--- config.mk ---
export PLATFORM = sky130hd
export DESIGN_NAME = fetch_unit_flat
export DESIGN_NICKNAME = d
export VERILOG_FILES = /design/src/rtl/fetch_pkg.sv /design/src/rtl/fetch_if.sv /design/src/rtl/fetch_fifo.sv /design/src/rtl/fetch_unit.sv /design/src/flat_wrapper.sv
export SDC_FILE = /design/constraint.sdc
export NUM_CORES = 1
export LEC_CHECK = 0
export CORE_UTILIZATION = 41
export CTS_BUF_LIST = sky130_fd_sc_hd__clkbuf_2 sky130_fd_sc_hd__clkbuf_4 sky130_fd_sc_hd__clkbuf_8
export CTS_CLUSTER_SIZE = 14
export DETAILED_ROUTE_END_ITERATION = 12
export PLACE_DENSITY = 0.64
export RECOVER_POWER = 100
export SLEW_MARGIN = 20
export SYNTH_ARGS = -nofsm -noshare
export SYNTH_HDL_FRONTEND = slang
export SYNTH_HIERARCHICAL = 1
export SYNTH_SLANG_ARGS = --single-unit
--- constraint.sdc ---
create_clock -name clock_i -period 13.9 [get_ports clock_i]
set_clock_uncertainty 0.2 [all_clocks]
set_input_delay 2.78 -clock clock_i [delete_from_list [all_inputs] [get_ports clock_i]]
set_output_delay 2.78 -clock clock_i [all_outputs]
set_load 0.05 [all_outputs]
--- src/rtl/fetch_pkg.sv ---
// Shared definitions for the instruction fetch slice.
//   fetch_state_t : FSM encoding used by fetch_unit
//   INSTR_BYTES   : byte distance between consecutive instruction words
package fetch_pkg;

  typedef enum logic [1:0] {
    FETCH_IDLE  = 2'd0,
    FETCH_REQ   = 2'd1,
    FETCH_FLUSH = 2'd2
  } fetch_state_t;

  localparam int unsigned INSTR_BYTES = 4;

endpackage

--- src/rtl/fetch_if.sv ---
// Bundle of the fetch stage's non-clock signals.
//   Control in : stall_i, branchEnable_i, branchAddress_i (from decode/execute)
//   Memory     : memReq_o/memAddress_o out, memAck_i/memData_i in
//   Decode out : enable_o, instruction_o, instructionAddress_o
// master = fetch unit side, slave = the surrounding pipeline/memory.
interface fetch_if #(
  parameter int unsigned instructionWidth = 32,
  parameter int unsigned addressSize      = 64
);

  logic                          stall_i;
  logic                          branchEnable_i;
  logic [0:addressSize-1]        branchAddress_i;
  logic                          memReq_o;
  logic [0:addressSize-1]        memAddress_o;
  logic                          memAck_i;
  logic [0:instructionWidth-1]   memData_i;
  logic                          enable_o;
  logic [0:instructionWidth-1]   instruction_o;
  logic [0:addressSize-1]        instructionAddress_o;

  modport master (
    input  stall_i, branchEnable_i, branchAddress_i, memAck_i, memData_i,
    output memReq_o, memAddress_o, enable_o, instruction_o, instructionAddress_o
  );

  modport slave (
    output stall_i, branchEnable_i, branchAddress_i, memAck_i, memData_i,
    input  memReq_o, memAddress_o, enable_o, instruction_o, instructionAddress_o
  );

endinterface

--- src/rtl/fetch_fifo.sv ---
// Circular buffer holding fetched {instruction, address} entries.
//   clock_i, reset_i : clock, asynchronous active-high reset
//   push_i, data_i   : write one entry
//   pop_i, data_o    : data_o shows the oldest entry; pop_i consumes it
//   flush_i          : discard all entries (wins over push/pop)
//   full_o, empty_o, count_o : occupancy status
// depth must be a power of two (>= 2) so the pointers wrap naturally.
module fetch_fifo #(
  parameter int unsigned width = 96,
  parameter int unsigned depth = 4
) (
  input  logic                       clock_i,
  input  logic                       reset_i,
  input  logic                       push_i,
  input  logic                       pop_i,
  input  logic                       flush_i,
  input  logic [width-1:0]           data_i,
  output logic [width-1:0]           data_o,
  output logic                       full_o,
  output logic                       empty_o,
  output logic [$clog2(depth):0]     count_o
);

  localparam int unsigned ptrBits = $clog2(depth);

  logic [width-1:0]   store [depth];
  logic [ptrBits-1:0] rdPtr;
  logic [ptrBits-1:0] wrPtr;
  logic [ptrBits:0]   count;
  logic               doPush;
  logic               doPop;

  assign full_o  = (count == (ptrBits + 1)'(depth));
  assign empty_o = (count == '0);
  assign count_o = count;
  assign data_o  = store[rdPtr];

  assign doPush = push_i && !flush_i && !full_o;
  assign doPop  = pop_i  && !flush_i && !empty_o;

  always_ff @(posedge clock_i or posedge reset_i) begin
    if (reset_i) begin
      rdPtr <= '0;
      wrPtr <= '0;
      count <= '0;
    end else if (flush_i) begin
      rdPtr <= '0;
      wrPtr <= '0;
      count <= '0;
    end else begin
      if (doPush) wrPtr <= wrPtr + ptrBits'(1);
      if (doPop)  rdPtr <= rdPtr + ptrBits'(1);
      count <= count + (ptrBits + 1)'(doPush) - (ptrBits + 1)'(doPop);
    end
  end

  // Storage needs no reset: empty_o/count gate every read.
  always_ff @(posedge clock_i) begin
    if (doPush) store[wrPtr] <= data_i;
  end

endmodule

--- src/rtl/fetch_unit.sv ---
// Instruction fetch stage feeding the decode unit.
//   clock_i  : clock, all state updates on posedge
//   reset_i  : asynchronous active-high reset
//   bus      : fetch_if.master
//     stall_i          decode cannot accept; output registers hold
//     branchEnable_i   one-cycle redirect request (overrides stall_i)
//     branchAddress_i  redirect target, two low bits forced to zero
//     memReq_o/memAddress_o, memAck_i/memData_i   single-outstanding read
//     enable_o/instruction_o/instructionAddress_o to decode
// Holds the PC, issues one word read at a time, buffers returned words in
// fetch_fifo and presents them one per cycle from a registered output.
module fetch_unit
  import fetch_pkg::*;
#(
  parameter int unsigned            instructionWidth = 32,
  parameter int unsigned            addressSize      = 64,
  parameter logic [0:addressSize-1] resetVector      = '0,
  parameter int unsigned            fifoDepth        = 4
) (
  input logic     clock_i,
  input logic     reset_i,
  fetch_if.master bus
);

  localparam int unsigned entryWidth = instructionWidth + addressSize;
  localparam int unsigned countBits  = $clog2(fifoDepth) + 1;
  localparam logic [0:addressSize-1] alignMask = {{(addressSize - 2){1'b1}}, 2'b00};

  fetch_state_t                state;
  fetch_state_t                stateNext;
  logic [0:addressSize-1]      pc;
  logic [0:addressSize-1]      flushAddress;
  logic [0:addressSize-1]      branchTarget;
  logic                        push;
  logic                        pop;
  logic                        fifoFull;
  logic                        fifoEmpty;
  logic [countBits-1:0]        fifoCount;
  logic [countBits-1:0]        countAfter;
  logic [entryWidth-1:0]       fifoIn;
  logic [entryWidth-1:0]       fifoOut;
  logic                        memReq;
  logic [0:addressSize-1]      memAddress;
  logic                        enable;
  logic [0:instructionWidth-1] instruction;
  logic [0:addressSize-1]      instructionAddress;

  assign branchTarget = bus.branchAddress_i & alignMask;

  // A redirect cancels the push of a word acked in the same cycle.
  assign push   = (state == FETCH_REQ) && bus.memAck_i && !bus.branchEnable_i;
  assign pop    = !bus.branchEnable_i && !bus.stall_i && !fifoEmpty;
  assign fifoIn = {bus.memData_i, pc};

  // Occupancy after this edge, used to decide whether another request fits.
  assign countAfter = fifoCount + countBits'(push) - countBits'(pop);

  fetch_fifo #(
    .width (entryWidth),
    .depth (fifoDepth)
  ) u_fifo (
    .clock_i (clock_i),
    .reset_i (reset_i),
    .push_i  (push),
    .pop_i   (pop),
    .flush_i (bus.branchEnable_i),
    .data_i  (fifoIn),
    .data_o  (fifoOut),
    .full_o  (fifoFull),
    .empty_o (fifoEmpty),
    .count_o (fifoCount)
  );

  always_ff @(posedge clock_i or posedge reset_i) begin
    if (reset_i) state <= FETCH_IDLE;
    else         state <= stateNext;
  end

  // Request outputs are decoded from the state register only, so reset
  // drops memReq_o/memAddress_o asynchronously and no memory input reaches
  // them combinationally.
  always_comb begin
    stateNext  = state;
    memReq     = 1'b0;
    memAddress = '0;
    unique case (state)
      FETCH_IDLE: begin
        if (bus.branchEnable_i || !fifoFull) stateNext = FETCH_REQ;
      end
      FETCH_REQ: begin
        memReq     = 1'b1;
        memAddress = pc;
        if (bus.branchEnable_i) begin
          stateNext = bus.memAck_i ? FETCH_REQ : FETCH_FLUSH;
        end else if (bus.memAck_i) begin
          stateNext = (countAfter < countBits'(fifoDepth)) ? FETCH_REQ : FETCH_IDLE;
        end
      end
      FETCH_FLUSH: begin
        // Old request stays on the bus until memory completes it.
        memReq     = 1'b1;
        memAddress = flushAddress;
        if (!bus.branchEnable_i && bus.memAck_i) stateNext = FETCH_REQ;
      end
      default: stateNext = FETCH_IDLE;
    endcase
  end

  // pc already holds the redirect target while FLUSH waits, so the
  // abandoned address is kept separately for the bus.
  always_ff @(posedge clock_i or posedge reset_i) begin
    if (reset_i) begin
      pc           <= resetVector;
      flushAddress <= '0;
    end else if (bus.branchEnable_i) begin
      pc <= branchTarget;
      if ((state == FETCH_REQ) && !bus.memAck_i) flushAddress <= pc;
    end else if (push) begin
      pc <= pc + addressSize'(INSTR_BYTES);
    end
  end

  always_ff @(posedge clock_i or posedge reset_i) begin
    if (reset_i) begin
      enable             <= 1'b0;
      instruction        <= '0;
      instructionAddress <= '0;
    end else if (bus.branchEnable_i) begin
      enable <= 1'b0;
    end else if (bus.stall_i) begin
      enable <= enable;
    end else if (!fifoEmpty) begin
      enable             <= 1'b1;
      instruction        <= fifoOut[addressSize +: instructionWidth];
      instructionAddress <= fifoOut[0 +: addressSize];
    end else begin
      enable <= 1'b0;
    end
  end

  assign bus.memReq_o             = memReq;
  assign bus.memAddress_o         = memAddress;
  assign bus.enable_o             = enable;
  assign bus.instruction_o        = instruction;
  assign bus.instructionAddress_o = instructionAddress;

endmodule

--- src/flat_wrapper.sv ---
// flat-port wrapper written by rule: the top's interface ports become plain ports
module fetch_unit_flat import fetch_pkg::*;
#(
  parameter int unsigned            instructionWidth = 32,
  parameter int unsigned            addressSize      = 64,
  parameter logic [0:addressSize-1] resetVector      = '0,
  parameter int unsigned            fifoDepth        = 4
)
  (clock_i, reset_i, bus_stall_i, bus_branchEnable_i, bus_branchAddress_i, bus_memAck_i, bus_memData_i, bus_memReq_o, bus_memAddress_o, bus_enable_o, bus_instruction_o, bus_instructionAddress_o);
  fetch_if #(.instructionWidth(instructionWidth), .addressSize(addressSize)) bus_i ();
  input logic clock_i;
  input logic reset_i;
  input wire logic [$bits(bus_i.stall_i)-1:0] bus_stall_i;
  input wire logic [$bits(bus_i.branchEnable_i)-1:0] bus_branchEnable_i;
  input wire logic [$bits(bus_i.branchAddress_i)-1:0] bus_branchAddress_i;
  input wire logic [$bits(bus_i.memAck_i)-1:0] bus_memAck_i;
  input wire logic [$bits(bus_i.memData_i)-1:0] bus_memData_i;
  output wire logic [$bits(bus_i.memReq_o)-1:0] bus_memReq_o;
  output wire logic [$bits(bus_i.memAddress_o)-1:0] bus_memAddress_o;
  output wire logic [$bits(bus_i.enable_o)-1:0] bus_enable_o;
  output wire logic [$bits(bus_i.instruction_o)-1:0] bus_instruction_o;
  output wire logic [$bits(bus_i.instructionAddress_o)-1:0] bus_instructionAddress_o;
  assign bus_i.stall_i = bus_stall_i;
  assign bus_i.branchEnable_i = bus_branchEnable_i;
  assign bus_i.branchAddress_i = bus_branchAddress_i;
  assign bus_i.memAck_i = bus_memAck_i;
  assign bus_i.memData_i = bus_memData_i;
  assign bus_memReq_o = bus_i.memReq_o;
  assign bus_memAddress_o = bus_i.memAddress_o;
  assign bus_enable_o = bus_i.enable_o;
  assign bus_instruction_o = bus_i.instruction_o;
  assign bus_instructionAddress_o = bus_i.instructionAddress_o;
  fetch_unit #(.instructionWidth(instructionWidth), .addressSize(addressSize), .resetVector(resetVector), .fifoDepth(fifoDepth)) u_core (.clock_i(clock_i), .reset_i(reset_i), .bus(bus_i));
endmodule
Word level (Yosys, flattened, before mapping)

Memories as Yosys holds them, arrays and structs flattened. A register that Yosys moved wholly into a read port is not among the register bits.
Index checks and enable logic that the tools add are counted.

$add $sub $neg: 7
Magnitude comparators: 1
Eq/ne operators: 7
Multiplexer cells: 21
Bitwise operators: 3
Reductions and logical operators: 25

Operators by type and width:

| kind                                                                   | count |
|---|---|
| 64-bit two-way mux                                                     | 2 |
| 64-bit one-hot mux with 2 select lines                                 | 1 |
| 64-bit by 3-bit adder with 64-bit output (second input constant)       | 1 |
| 2-bit two-way mux                                                      | 9 |
| 1-bit logical AND                                                      | 10 |
| 1-bit two-way mux                                                      | 7 |
| 3-bit by 1-bit adder with 3-bit output                                 | 2 |
| 2-bit by 1-bit != test with 1-bit output (second input constant)       | 3 |
| 2-bit one-hot mux with 3 select lines                                  | 1 |
| 3-bit AND reduction                                                    | 2 |
| 2-bit nonzero test                                                     | 3 |
| 3-bit by 1-bit subtractor with 3-bit output                            | 2 |
| 1-bit zero test                                                        | 5 |
| 2-bit by 1-bit adder with 2-bit output (second input constant)         | 2 |
| 3-bit equality test (second input constant)                            | 1 |
| 3-bit zero test                                                        | 1 |
| 3-bit less-than comparator (second input constant)                     | 1 |
| 3-bit two-way mux                                                      | 1 |
| 3-bit != test (second input constant)                                  | 1 |
| 1-bit NOT                                                              | 3 |
| 2-bit by 1-bit equality test with 1-bit output (second input constant) | 1 |
| 2-bit equality test (second input constant)                            | 1 |
| 2-bit zero test                                                        | 1 |
| 2-bit AND reduction                                                    | 1 |
| 2 further kinds                                                        | 2 |

Register bits after elaboration: 138
RAM bits: 384
Input bits: 101
Output and inout port bits: 162
Word-level logic and storage cells: 72
Memories kept: 1

Memory list:

| name                | words | width | read ports | clocked after memory_dff | wr ports | RTL line         | source |
|---|---|---|---|---|---|---|---|
| u_core.u_fifo.store | 4     | 96    | 1          | 1                        | 1        | fetch_fifo.sv:26 | `logic [width-1:0] store [depth];` |

Depth between registers and ports, before layout

Gate-level depths: netlist of the first run.

Depth after elaboration: 10
Mapped depth: 15
Depth with buffers taken out: 14

By module

The synthesis of the first run kept the hierarchy.

By module, submodules not included:

| module     | instances | cells each | area an instance (um^2) | sequential area each (um^2) |
|---|---|---|---|---|
| fetch_fifo | 1         | 548        | 14297.5                 | 11706.2 |
| fetch_unit | 1         | 963        | 10695.3                 | 5580.4 |

Worst setup path after synthesis of the first run

Ideal clock, no wire load.

Path kind: input to register
Start point: in bus_branchEnable_i
End point: mem u_core.u_fifo.store[0][0] (enable)
Setup time: 466 ps
Arrival time: 5863 ps
Data required time: 13234 ps
Setup slack: 7371 ps
Stages on the path: 6
Buffers on the path: 2
Path through: clkbuf_1 -> clkbuf_1 -> nor2_1 -> inv_1 -> nor3_2 -> and2_1

Word-level cells in the longest chain between the ends: 6

RTL lines:

| item                                    | RTL line           | source |
|---|---|---|
| start, declared                         | flat_wrapper.sv:14 | `input wire logic [$bits(bus_i.branchEnable_i)-1:0] bus_branchEnable_i;` |
| 1-bit zero test                         | fetch_unit.sv:51   | `assign push = (state == FETCH_REQ) && bus.memAck_i && !bus.branchEnable_i;` |
| 1-bit logical AND                       | fetch_unit.sv:51   |  |
| net u_core.push                         | fetch_unit.sv:34   | `logic push;` |
| 1-bit logical AND (2 in a row)          | fetch_fifo.sv:38   | `assign doPush = push_i && !flush_i && !full_o;` |
| 1-bit two-way mux                       | fetch_fifo.sv:59   | `if (doPush) store[wrPtr] <= data_i;` |
| 1-bit two-way mux (implied by the code) | fetch_fifo.sv:59   |  |
| end, declared                           | fetch_fifo.sv:26   |  |

The timed path passes the listed nets, and every way through them passes these cells.

==> reports/qor.yml, run 1 <==
clocking:
  cts.sinks: 614
  numCtsBuffers: 101
  h-tree-depth: 3
  cts_tree: "yes"
  clk_latency_ns: 0.70
  post_cts_resized: 0
  cts_setup_buffers: 0
  cts-root-buf: "clkbuf_8"
  cts_buffer_depth: 3
  cts_hold_buf: 0
  clkTransAtPathRegs_ns: 0.06
yosys:
  ys_warn_count: 6
  synth-seq-area-share_pct: 69.17
  synth_common_cells: "edfxtp_1, dfrtp_1, mux2_2, mux4_2, nand2_1"
  synth_top_cell_by_area: "edfxtp_1"
  synth_edf_count: 384
  synthArstFlopShare_pct: 37.46
  synth.distinct_cells: 50
  synth_most_common_cell: "edfxtp_1"
  yosys-top-cells-area: "edfxtp_1, dfrtp_1, mux4_2, mux2_2, a22oi_1"
  ys_ff_latch: 614
  ys.flop_type: "edfxtp_1"
  syn_area_mm2: 0.02499
  netlist.area_leader.share_pct: 46.14
  synthCells: 1511
  synth_area_per_cell_um2: 16.54
place:
  pre_cts_slack_ns: 7.231
  place_area_mm2: 0.02836
  dp.final_hpwl_um: 36620
  io_buffers: 258
  routabilityCongestion: 0.8013
power_and_ir_drop:
  pwr_density_cell_mw_per_mm2: 188.4
  totalPowerFinal_w: 0.005743
  p_leak_nw: 11.09
  ir_worst_vdd_mv: 0.1265
routing:
  drcViolationCount: 0
  wl_per_cell_um: 22.67
  ant_nets: 0
  dr.first_iter.drc_count: 1005
  first_pass_iters: 5
  routed_via_density: 5.452
  drt-total-wl_um: 60760
  vias: 14612
cells_and_area:
  drive_gt1_share_pct: 23.77
  final_area_mm2: 0.03048
  postLayoutCoreUtil_pct: 50.59
  nNetsFinal: 1924
  fill_cells: 5009
  syn2layout_area_growth_pct: 21.95
outcome:
  status: "complete, but fails checks"
  violations: "max-capacitance violations, max-slew violations"
global_route:
  grt_pass1_vias: 15349
  overflow: 0
  gr-usage-all-layers_pct: 19.96
  grt_max_degree: 99
  grt_pass1_wl_um: 93610
  grt_antenna_before_repair: 5
sta:
  slew_headroom_pct: -244.0
  fmax_mhz: 112.8
  period_needed_ns: 8.866
  grt_setup_unrepaired: "no"
  worstMarginPinSlew_ns: 5.131
  setup_violations: 0
  timing_hold_violations_final: 0
  tns_ns: 0
  fin_crit_sh_pct: 63.78
  layout_setup_ws_ns: 5.034
  drv_slew: 724
setup_path:
  r2r-end: "u_core/u_fifo/store[2][60]"
  r2r-start: "u_core/state[1]"
  arrival_ns: 8.73
  worstSetupStartpointType: "input pin"
  cp_cell_sequence: "dlygate4sd3_1 -> clkinvlp_2 -> clkbuf_1"
  r2r_setup_slack_ns: 6.94
  critPathSlowestCell: "clkinvlp_2"
  critPathKind: "input pin to asynchronous set/reset pin"
  critical-path-top-delay-family: "buffers and inverters"
  critPathCaptureType: "asynchronous set/reset pin"
  slowest_delay_ns: 2.87
  crit_buf_inv: 3
  rr_worst_depth: 9
  cp_max_fo: 98
  required_ns: 13.77
floorplan:
  dieArea_mm2: 0.06195
  io-pin-count: 263
  core_area_mm2: 0.06025
  die_h_um: 248.9
  initial_core_util_pct: 41.48
  rows: 90
  die_w_um: 248.9
worst_hold_path:
  min_path_cells: 2
  min_to: "u_core/flushAddress[0]"
  min-delay-start: "u_core/flushAddress[0]"
  hp-class: "register to register"
flow_run:
  cap_violations: 16
[routing by layer]
layer / vias up / track usage [%] / routed length, um / part of all wire, %
li1: 6439 / - / - / -
met1: 7623 / 26.67 / 26020 / 43
met2: 464 / 32.88 / 30160 / 50
met3: 84 / 3.542 / 3218 / 5.3
met4: 2 / 7.045 / 1354 / 2.2
met5: - / 0 / 12 / 0.020
[cells in the final DEF (no fill, tap or decap), drive strengths merged, types with 13 or more instances in the layout]
cell type | synthesis | final
ha | 13 | 13
nand3 | 28 | 28
or4 | 18 | 18
nand2 | 76 | 76
clkinv | 0 | 24
buf | 31 | 13
nor3 | 13 | 13
clkdlybuf4s50 | 0 | 63
a31oi | 18 | 18
a22oi | 62 | 62
mux4 | 96 | 96
dfrtp | 230 | 230
nor2 | 38 | 38
xor2 | 22 | 22
inv | 24 | 27
dlygate4sd3 | 0 | 194
nor4 | 13 | 13
o21ai | 54 | 54
xnor2 | 25 | 25
mux2 | 153 | 153
nand4 | 22 | 22
nor2b | 63 | 63
clkbuf | 63 | 170
edfxtp | 384 | 384
o31ai | 14 | 14
[worst max-delay path by stage]
stage / start / end / cells after the start
6_report: reset_i / u_core/pc[2] / 3
5_1_grt: reset_i / u_core/pc[4] / 3
4_1_cts: u_core/state[1] / bus_memAddress_o[54] / 6
3_5_place_dp: bus_memAck_i / u_core/u_fifo/store[2][30] / 7
3_3_place_gp: bus_memAck_i / u_core/u_fifo/store[1][15] / 7
2_1_floorplan: reset_i / u_core/bus.enable_o / 1
[sequential cells by signal (all words and copies together), names as in the netlist, 3 cells and up]
name	cells
u_core/u_fifo/store	384
u_core/bus.instructionAddress_o	64
u_core/flushAddress	62
u_core/pc	62
u_core/bus.instruction_o	32
u_core/u_fifo/count_o	3
[stage by stage]
step	hold WS [ns]	std cells
2_1_floorplan	0.2502	1520
3_3_place_gp	0.2655	2487
3_5_place_dp	0.2796	2487
4_1_cts	0.2924	2678
5_1_grt	0.3111	2680
6_report	0.2840	2680
[power breakdown]
part           internal [W]  switching, W
clock network      0.000915      0.000714
registers           0.00222      0.000181
logic              0.000578       0.00114
[cell families (layout without fill, tap and decap cells)]
group	after synthesis	in the layout	synth area share, %
adder cells (fa/ha/maj)	14	14	0.7309
other	1	11	0.01500
XOR/XNOR	47	47	1.647
buffers and inverters	118	495	2.063
flip-flops	614	614	69.17
AND/OR/NAND/NOR	308	308	6.643
AO/OA/AOI/OAI	159	159	4.150
multiplexers	250	250	15.58
[area by class of cell]
cell class	count	area (um2)	share of cell area (%)
diodes	1	2.502	0.008211
well taps	782	978.4	3.210
repair buffers	280	2731	8.962
multi-input cells	788	7231	23.72
clock inverters	31	197.7	0.6486
inverters	24	91.34	0.2997
flip-flops and latches	614	17290	56.74
clock buffers	160	1952	6.404
[tightest hold or removal path, stage by stage (launching register included)]
cell,delay (ns)
dfrtp_1,0.34
nand2_1,0.05
o21ai_0,0.06
Note: power is estimated with default switching activity, not from simulation.
==> inputs of run 2 (changes only) <==
--- a/config.mk
+++ b/config.mk
@@ -9,7 +9,7 @@
 export CTS_BUF_LIST = sky130_fd_sc_hd__clkbuf_2 sky130_fd_sc_hd__clkbuf_4 sky130_fd_sc_hd__clkbuf_8
 export CTS_CLUSTER_SIZE = 14
 export DETAILED_ROUTE_END_ITERATION = 12
-export PLACE_DENSITY = 0.64
+export PLACE_DENSITY = 0.66
 export RECOVER_POWER = 100
 export SLEW_MARGIN = 20
 export SYNTH_ARGS = -nofsm -noshare
==> constraint.sdc (replaced) <==
create_clock -name clock_i -period 8.14 [get_ports clock_i]
set_clock_uncertainty 0.2 [all_clocks]
set_input_delay 1.628 -clock clock_i [delete_from_list [all_inputs] [get_ports clock_i]]
set_output_delay 1.628 -clock clock_i [all_outputs]
set_load 0.05 [all_outputs]
==> run 2 against run 1 <==
Against the previous run:
- the flow still finishes with violations (max-capacitance violations, max-slew violations)
- wire length down 1.6%
- critical endpoint is now u_core/u_fifo/store[3][45]
- power grew 71%
- first-iteration DRC count up 17%
- via count is 0.35% higher
- critical path type is now input pin to register
==> reports/qor.yml, run 2 (synthesis results as in run 1) <==
global_route:
  grt_pass1_wl_um: 91170  # was 93610 um
  grt_max_degree: 146  # was 99
  overflow: 0  # unchanged
  grt_antenna_before_repair: 4  # was 5
  gr-usage-all-layers_pct: 19.50  # was 19.96%
  grt_pass1_vias: 15012  # was 15349
sta:
  tns_ns: 0  # unchanged
  worstMarginPinSlew_ns: 3.948  # was 5.131 ns
  drv_slew: 577  # was 724
  fin_crit_sh_pct: 81.12
  period_needed_ns: 6.604
  timing_hold_violations_final: 0  # unchanged
  grt_setup_unrepaired: "no"  # unchanged
  fmax_mhz: 151.4
  setup_violations: 0  # unchanged
  slew_headroom_pct: -164.6  # was -244.0%
cells_and_area:
  drive_gt1_share_pct: 23.50  # was 23.77%
  layout_common_cells: "edfxtp_1, dfrtp_1, dlygate4sd3_1"  # unchanged
  nNetsFinal: 1920  # was 1924
  final_area_mm2: 0.03044  # was 0.03048 mm2
  layout.cells.non_filler: 2674  # was 2680
  regMostFlops: "u_core/u_fifo/store"  # unchanged
  syn2layout_area_growth_pct: 21.81  # was 21.95%
  final_common_cell: "edfxtp_1"  # unchanged
  largest_reg_flops: 384  # unchanged
  postLayoutCoreUtil_pct: 50.53  # was 50.59%
setup_path:
  r2r_setup_slack_ns: 1.89  # was 6.94 ns
  worstSetupStartpointType: "input pin"  # unchanged
  r2r-end: "u_core/u_fifo/store[3][45]"  # was u_core/u_fifo/store[2][60]
  cp_max_fo: 56  # was 98
  slowest_delay_ns: 2.24  # was 2.87 ns
  required_ns: 8.15  # was 13.77 ns
  cp_cell_sequence: "dlygate4sd3_1 -> nand2_1 -> nor2_1 -> inv_1 -> nor3_1 -> and2_4 -> clkbuf_1"  # was dlygate4sd3_1 -> clkinvlp_2 -> clkbuf_1
  rr_worst_depth: 8  # was 9
  r2r-start: "u_core/state[1]"  # unchanged
  critPathKind: "input pin to register"  # was input pin to asynchronous set/reset pin
  critPathCaptureType: "register"  # was asynchronous set/reset pin
  critPathSlowestCell: "clkbuf_1"  # was clkinvlp_2
  arrival_ns: 6.61  # was 8.73 ns
clocking:
  clkTransAtPathRegs_ns: 0.06  # about the same
  cts-root-buf: "clkbuf_8"  # unchanged
  h-tree-depth: 3  # unchanged
  cts_hold_buf: 0  # unchanged
  cts_setup_buffers: 0  # unchanged
  numCtsBuffers: 99  # was 101
  clk_latency_ns: 0.69  # was 0.70 ns
  cts_buffer_depth: 3  # unchanged
  cts.sinks: 614  # unchanged
  cts_tree: "yes"  # unchanged
  post_cts_resized: 0  # unchanged
place:
  io_buffers: 258  # unchanged
  placedCellCount: 2486  # was 2487
  place_area_mm2: 0.02837  # was 0.02836 mm2
  routabilityCongestion: 0.8238  # was 0.8013
  dp.final_hpwl_um: 36450  # was 36620 um
worst_hold_path:
  min-delay-start: "u_core/flushAddress[0]"  # unchanged
  hp-class: "register to register"  # unchanged
  min_path_cells: 2  # unchanged
  min_to: "u_core/flushAddress[0]"  # unchanged
outcome:
  status: "complete, but fails checks"  # unchanged
  violations: "max-capacitance violations, max-slew violations"  # unchanged
power_and_ir_drop:
  power_frac_comb_pct: 29.8  # was 29.9%
  ir_worst_vdd_mv: 0.2250  # was 0.1265 mV
  clockPowerShare_pct: 28.3  # was 28.4%
  power.switching_w: 0.003422  # was 0.002033 W
  switching_share_pct: 34.94  # was 35.40%
  pwr_density_cell_mw_per_mm2: 321.7  # was 188.4 mW/mm2
  p_int_w: 0.006372  # was 0.003710 W
  p_leak_nw: 11.06  # was 11.09 nW
  seqPwrFrac_pct: 41.8  # about the same
floorplan:
  initial_core_util_pct: 41.48  # unchanged
  die_h_um: 248.9  # unchanged
  die_w_um: 248.9  # unchanged
  dieArea_mm2: 0.06195  # unchanged
  core_area_mm2: 0.06025  # unchanged
  rows: 90  # unchanged
  io-pin-count: 263  # unchanged
routing:
  dr.first_iter.drc_count: 1171  # was 1005
  drt-total-wl_um: 59810  # was 60760 um
  first_pass_iters: 5  # unchanged
  vias: 14663  # was 14612
  highest_layer: "met5"  # unchanged
  wl_per_cell_um: 22.37  # was 22.67 um
  routed_via_density: 5.484  # was 5.452
  ant_nets: 0  # unchanged
  drcViolationCount: 0  # unchanged
  drt-met1-wl_um: 25190  # was 26020 um
  dr_wl_met2_um: 29180  # was 30160 um
  route.met3.wl_um: 3710  # was 3218 um
flow_run:
  cap_violations: 13  # was 16
run 2: cell types whose count changed in the layout (fill, tap and decap cells not counted), sizes merged:
cell      delta
clkinvlp     +2
inv          -2
bufinv       +3
buf          -4
diode        +2
clkinv       -4
clkbuf       -3
run 2: stage by stage:
step	power [W]	hold WS, ns	setup WS (ns)
after floorplan	0.006106	0.2502	0.2059
after global placement	0.007177	0.2637	2.793
after detailed placement	0.007223	0.2727	2.738
after CTS	0.01003	0.2887	2.438
after global routing	0.01020	0.3117	1.191
final	0.009794	0.2863	1.536
run 2: area by class of cell:
class	count	area, um2
Fill cell	4976	29800
Clock buffer	155	1883
Inverter	24	91.34
Sequential cell	614	17290
Clock inverter	30	255.2
Tap cell	782	978.4
Multi-Input combinational cell	788	7241
Timing Repair Buffer	278	2698
Antenna cell	3	7.507
run 2: power groups by stage:
stage | clock network, W | logic, W | registers [W]
5_1_grt | 0.00299 | 0.00306 | 0.00415
6_report | 0.00278 | 0.00292 | 0.00409
3_3_place_gp | 0 | 0.00304 | 0.00414
4_1_cts | 0.00285 | 0.00307 | 0.00411
3_5_place_dp | 0 | 0.00306 | 0.00416
2_1_floorplan | 0 | 0.00131 | 0.00480
run 2: worst max-delay path: cells and delay by family:
kind | cells | cell delay, ns
buffers and inverters | 3 | 3.02
and+or+nand+nor | 4 | 1.93
run 2: worst max-delay path by stage:
stage	endpoint	startpoint	slack, ns
6_report	u_core/u_fifo/store[3][45]	bus_memAck_i	1.54
5_1_grt	u_core/u_fifo/store[3][48]	bus_memAck_i	1.19
4_1_cts	bus_memAddress_o[58]	u_core/state[1]	2.44
3_5_place_dp	u_core/u_fifo/store[3][44]	bus_memAck_i	2.74
3_3_place_gp	u_core/u_fifo/store[2][79]	bus_memAck_i	2.79
2_1_floorplan	u_core/bus.enable_o	reset_i	0.21
run 2: layer usage:
metal	up-vias	track usage, %
met1	7580	26.47
met5	-	0
met3	110	3.459
met4	2	8.004
met2	529	31.16
li1	6442	-
==> inputs of run 3 (changes only) <==
--- a/config.mk
+++ b/config.mk
@@ -9,7 +9,7 @@
 export CTS_BUF_LIST = sky130_fd_sc_hd__clkbuf_2 sky130_fd_sc_hd__clkbuf_4 sky130_fd_sc_hd__clkbuf_8
 export CTS_CLUSTER_SIZE = 14
 export DETAILED_ROUTE_END_ITERATION = 12
-export PLACE_DENSITY = 0.66
+export PLACE_DENSITY = 0.64
 export RECOVER_POWER = 100
 export SLEW_MARGIN = 20
 export SYNTH_ARGS = -nofsm -noshare
==> constraint.sdc (replaced) <==
create_clock -name clock_i -period 6.2 [get_ports clock_i]
set_clock_uncertainty 0.2 [all_clocks]
set_input_delay 1.24 -clock clock_i [delete_from_list [all_inputs] [get_ports clock_i]]
set_output_delay 1.24 -clock clock_i [all_outputs]
set_load 0.05 [all_outputs]
==> run 3 against run 2 <==
Against the previous run:
- the flow still finishes with violations (max-capacitance violations, max-slew violations)
- non-clock buffer count rose by 6
- register-to-register slack got worse by 0.82 ns
- sequential power rose by 31%
- clock power rose by 23%
- combinational power rose by 32%
- critical path type is now register to output pin
- largest power group unchanged
==> reports/qor.yml, run 3 (synthesis results as in run 1) <==
sta:
  slew_headroom_pct: -98.79  # was -164.6%
  setup_violations: 0  # unchanged
  drv_slew: 268  # was 577
  fmax_mhz: 184.5
  tns_ns: 0  # unchanged
  fin_crit_sh_pct: 87.41
  period_needed_ns: 5.419
  timing_hold_violations_final: 0  # unchanged
  grt_setup_unrepaired: "no"  # unchanged
  worstMarginPinSlew_ns: 2.982  # was 3.948 ns
clocking:
  clkTransAtPathRegs_ns: 0.06  # about the same
  h-tree-depth: 3  # unchanged
  cts_hold_buf: 0  # unchanged
  numCtsBuffers: 98  # was 99
  clk_latency_ns: 0.67  # was 0.69 ns
  cts-root-buf: "clkbuf_8"  # unchanged
  cts_tree: "yes"  # unchanged
  post_cts_resized: 0  # unchanged
  cts.sinks: 614  # unchanged
  cts_buffer_depth: 3  # unchanged
  cts_setup_buffers: 0  # unchanged
setup_path:
  slowest_delay_ns: 0.89  # was 2.24 ns
  crit_buf_inv: 3  # unchanged
  required_ns: 4.76  # was 8.15 ns
  critPathKind: "register to output pin"  # was input pin to register
  cp_max_fo: 26  # was 56
  critPathCaptureType: "output pin"  # was register
  critPathSlowestCell: "dlygate4sd3_1"  # was clkbuf_1
  worstSetupStartpointType: "register"  # was input pin
  critical-path-top-delay-family: "buffers and inverters"  # unchanged
  r2r_setup_slack_ns: 1.07  # was 1.89 ns
  cp_cell_sequence: "inv_1 -> ha_1 -> clkbuf_2 -> a22oi_1 -> nor2b_1 -> dlygate4sd3_1"  # was dlygate4sd3_1 -> nand2_1 -> nor2_1 -> inv_1 -> nor3_1 -> and2_4 -> clkbuf_1
  arrival_ns: 3.98  # was 6.61 ns
routing:
  routed_via_density: 5.378  # was 5.484
  drt-total-wl_um: 59930  # was 59810 um
  route.met3.wl_um: 3867  # was 3710 um
  drcViolationCount: 0  # unchanged
  wl_per_cell_um: 22.40  # was 22.37 um
  vias: 14392  # was 14663
  dr.first_iter.drc_count: 922  # was 1171
  first_pass_iters: 9  # was 5
  highest_layer: "met5"  # unchanged
  dr_wl_met2_um: 29220  # was 29180 um
  drt-met1-wl_um: 25700  # was 25190 um
  ant_nets: 0  # unchanged
power_and_ir_drop:
  p_leak_nw: 11.02  # was 11.06 nW
  ir_worst_vdd_mv: 0.3113  # was 0.2250 mV
  pwr_density_cell_mw_per_mm2: 416.1  # was 321.7 mW/mm2
  totalPowerFinal_w: 0.01262  # was 0.009794 W
cells_and_area:
  largest_reg_flops: 384  # unchanged
  layout_common_cells: "edfxtp_1, dfrtp_1, dlygate4sd3_1"  # unchanged
  drive_gt1_share_pct: 23.63  # was 23.50%
  syn2layout_area_growth_pct: 21.35  # was 21.81%
  regMostFlops: "u_core/u_fifo/store"  # unchanged
  final_common_cell: "edfxtp_1"  # unchanged
  nNetsFinal: 1925  # was 1920
floorplan:
  dieArea_mm2: 0.06195  # unchanged
  io-pin-count: 263  # unchanged
  rows: 90  # unchanged
  die_w_um: 248.9  # unchanged
  core_area_mm2: 0.06025  # unchanged
  initial_core_util_pct: 41.48  # unchanged
  die_h_um: 248.9  # unchanged
global_route:
  overflow: 0  # unchanged
  grt_pass1_vias: 15153  # was 15012
  gr-usage-all-layers_pct: 19.72  # was 19.50%
  grt_max_degree: 141  # was 146
  grt_antenna_before_repair: 5  # was 4
  grt_pass1_wl_um: 92480  # was 91170 um
place:
  dp.final_hpwl_um: 37020  # was 36450 um
  io_buffers: 258  # unchanged
  routabilityCongestion: 0.7849  # was 0.8238
outcome:
  violations: "max-capacitance violations, max-slew violations"  # unchanged
  status: "complete, but fails checks"  # unchanged
flow_run:
  cap_violations: 8  # was 13
worst_hold_path:
  hp-class: "register to register"  # unchanged
-- run 3: changes by cell type in the layout (fill, tap and decap cells not counted), moves of 3 or more --
cell / delta
bufinv_16: -4
clkbuf_1: -4
clkbuf_2: +6
clkbuf_4: +11
clkbuf_8: -9
clkdlybuf4s50_1: +3
clkinv_1: +4
clkinv_2: -4
dlygate4sd3_1: -3
-- run 3: path summary, 6_finish.rpt --
kind,endpoint,cells after the start,from
worst max-delay path,bus_memAddress_o[52],6,u_core/state[1]
worst min-delay path,u_core/flushAddress[9],2,u_core/flushAddress[9]
worst max register to register,u_core/u_fifo/store[3][80],8,u_core/state[1]
worst min register to register,u_core/flushAddress[9],2,u_core/flushAddress[9]
max in group asynchronous,u_core/bus.instructionAddress_o[41],4,reset_i
min in group asynchronous,u_core/u_fifo/rdPtr[0],2,reset_i
-- run 3: worst min-delay path: cells and delay by family (launching register included) --
family	cells	cell delay, ns
flip-flops	1	0.34
AND/OR/NAND/NOR	1	0.05
AO/OA/AOI/OAI	1	0.06
-- run 3: layer usage --
layer / vias up / track usage, %
li1: 6432 / -
met1: 7433 / 26.67
met5: - / 0
met2: 460 / 31.79
met3: 65 / 4.389
met4: 2 / 6.229
-- run 3: final cells by class --
cell class                 instances  area [um2]
inverter                          24       91.34
multi-input combinational        788        7241
fill                            5075       29920
antenna                            2       5.005
clock buffer                     157        1842
clock inverter                    25       128.9
sequential                       614       17290
timing repair buffer             284        2753
tap                              782       978.4
-- run 3: power breakdown --
group / leakage [nW] / internal, W / switching (W)
clock: 1.05 / 0.00188 / 0.00153
combinational: 3.66 / 0.00130 / 0.00255
sequential: 6.31 / 0.00497 / 0.000399
-- run 3: per-stage QoR --
step / worst slack [ns] / utilization [%] / hold slack, ns / area (um2) / instances
5_1_grt: 0.5477 / 50.34 / 0.3055 / 30330 / 2676
3_5_place_dp: 1.716 / 47.25 / 0.2752 / 28470 / 2492
2_1_floorplan: 1.211 / - / 0.2502 / 25030 / 1520
6_report: 0.7805 / 50.34 / 0.2872 / 30330 / 2676
3_3_place_gp: 1.797 / 47.25 / 0.2635 / 28470 / 2492
4_1_cts: 1.005 / 50.52 / 0.2892 / 30440 / 2674
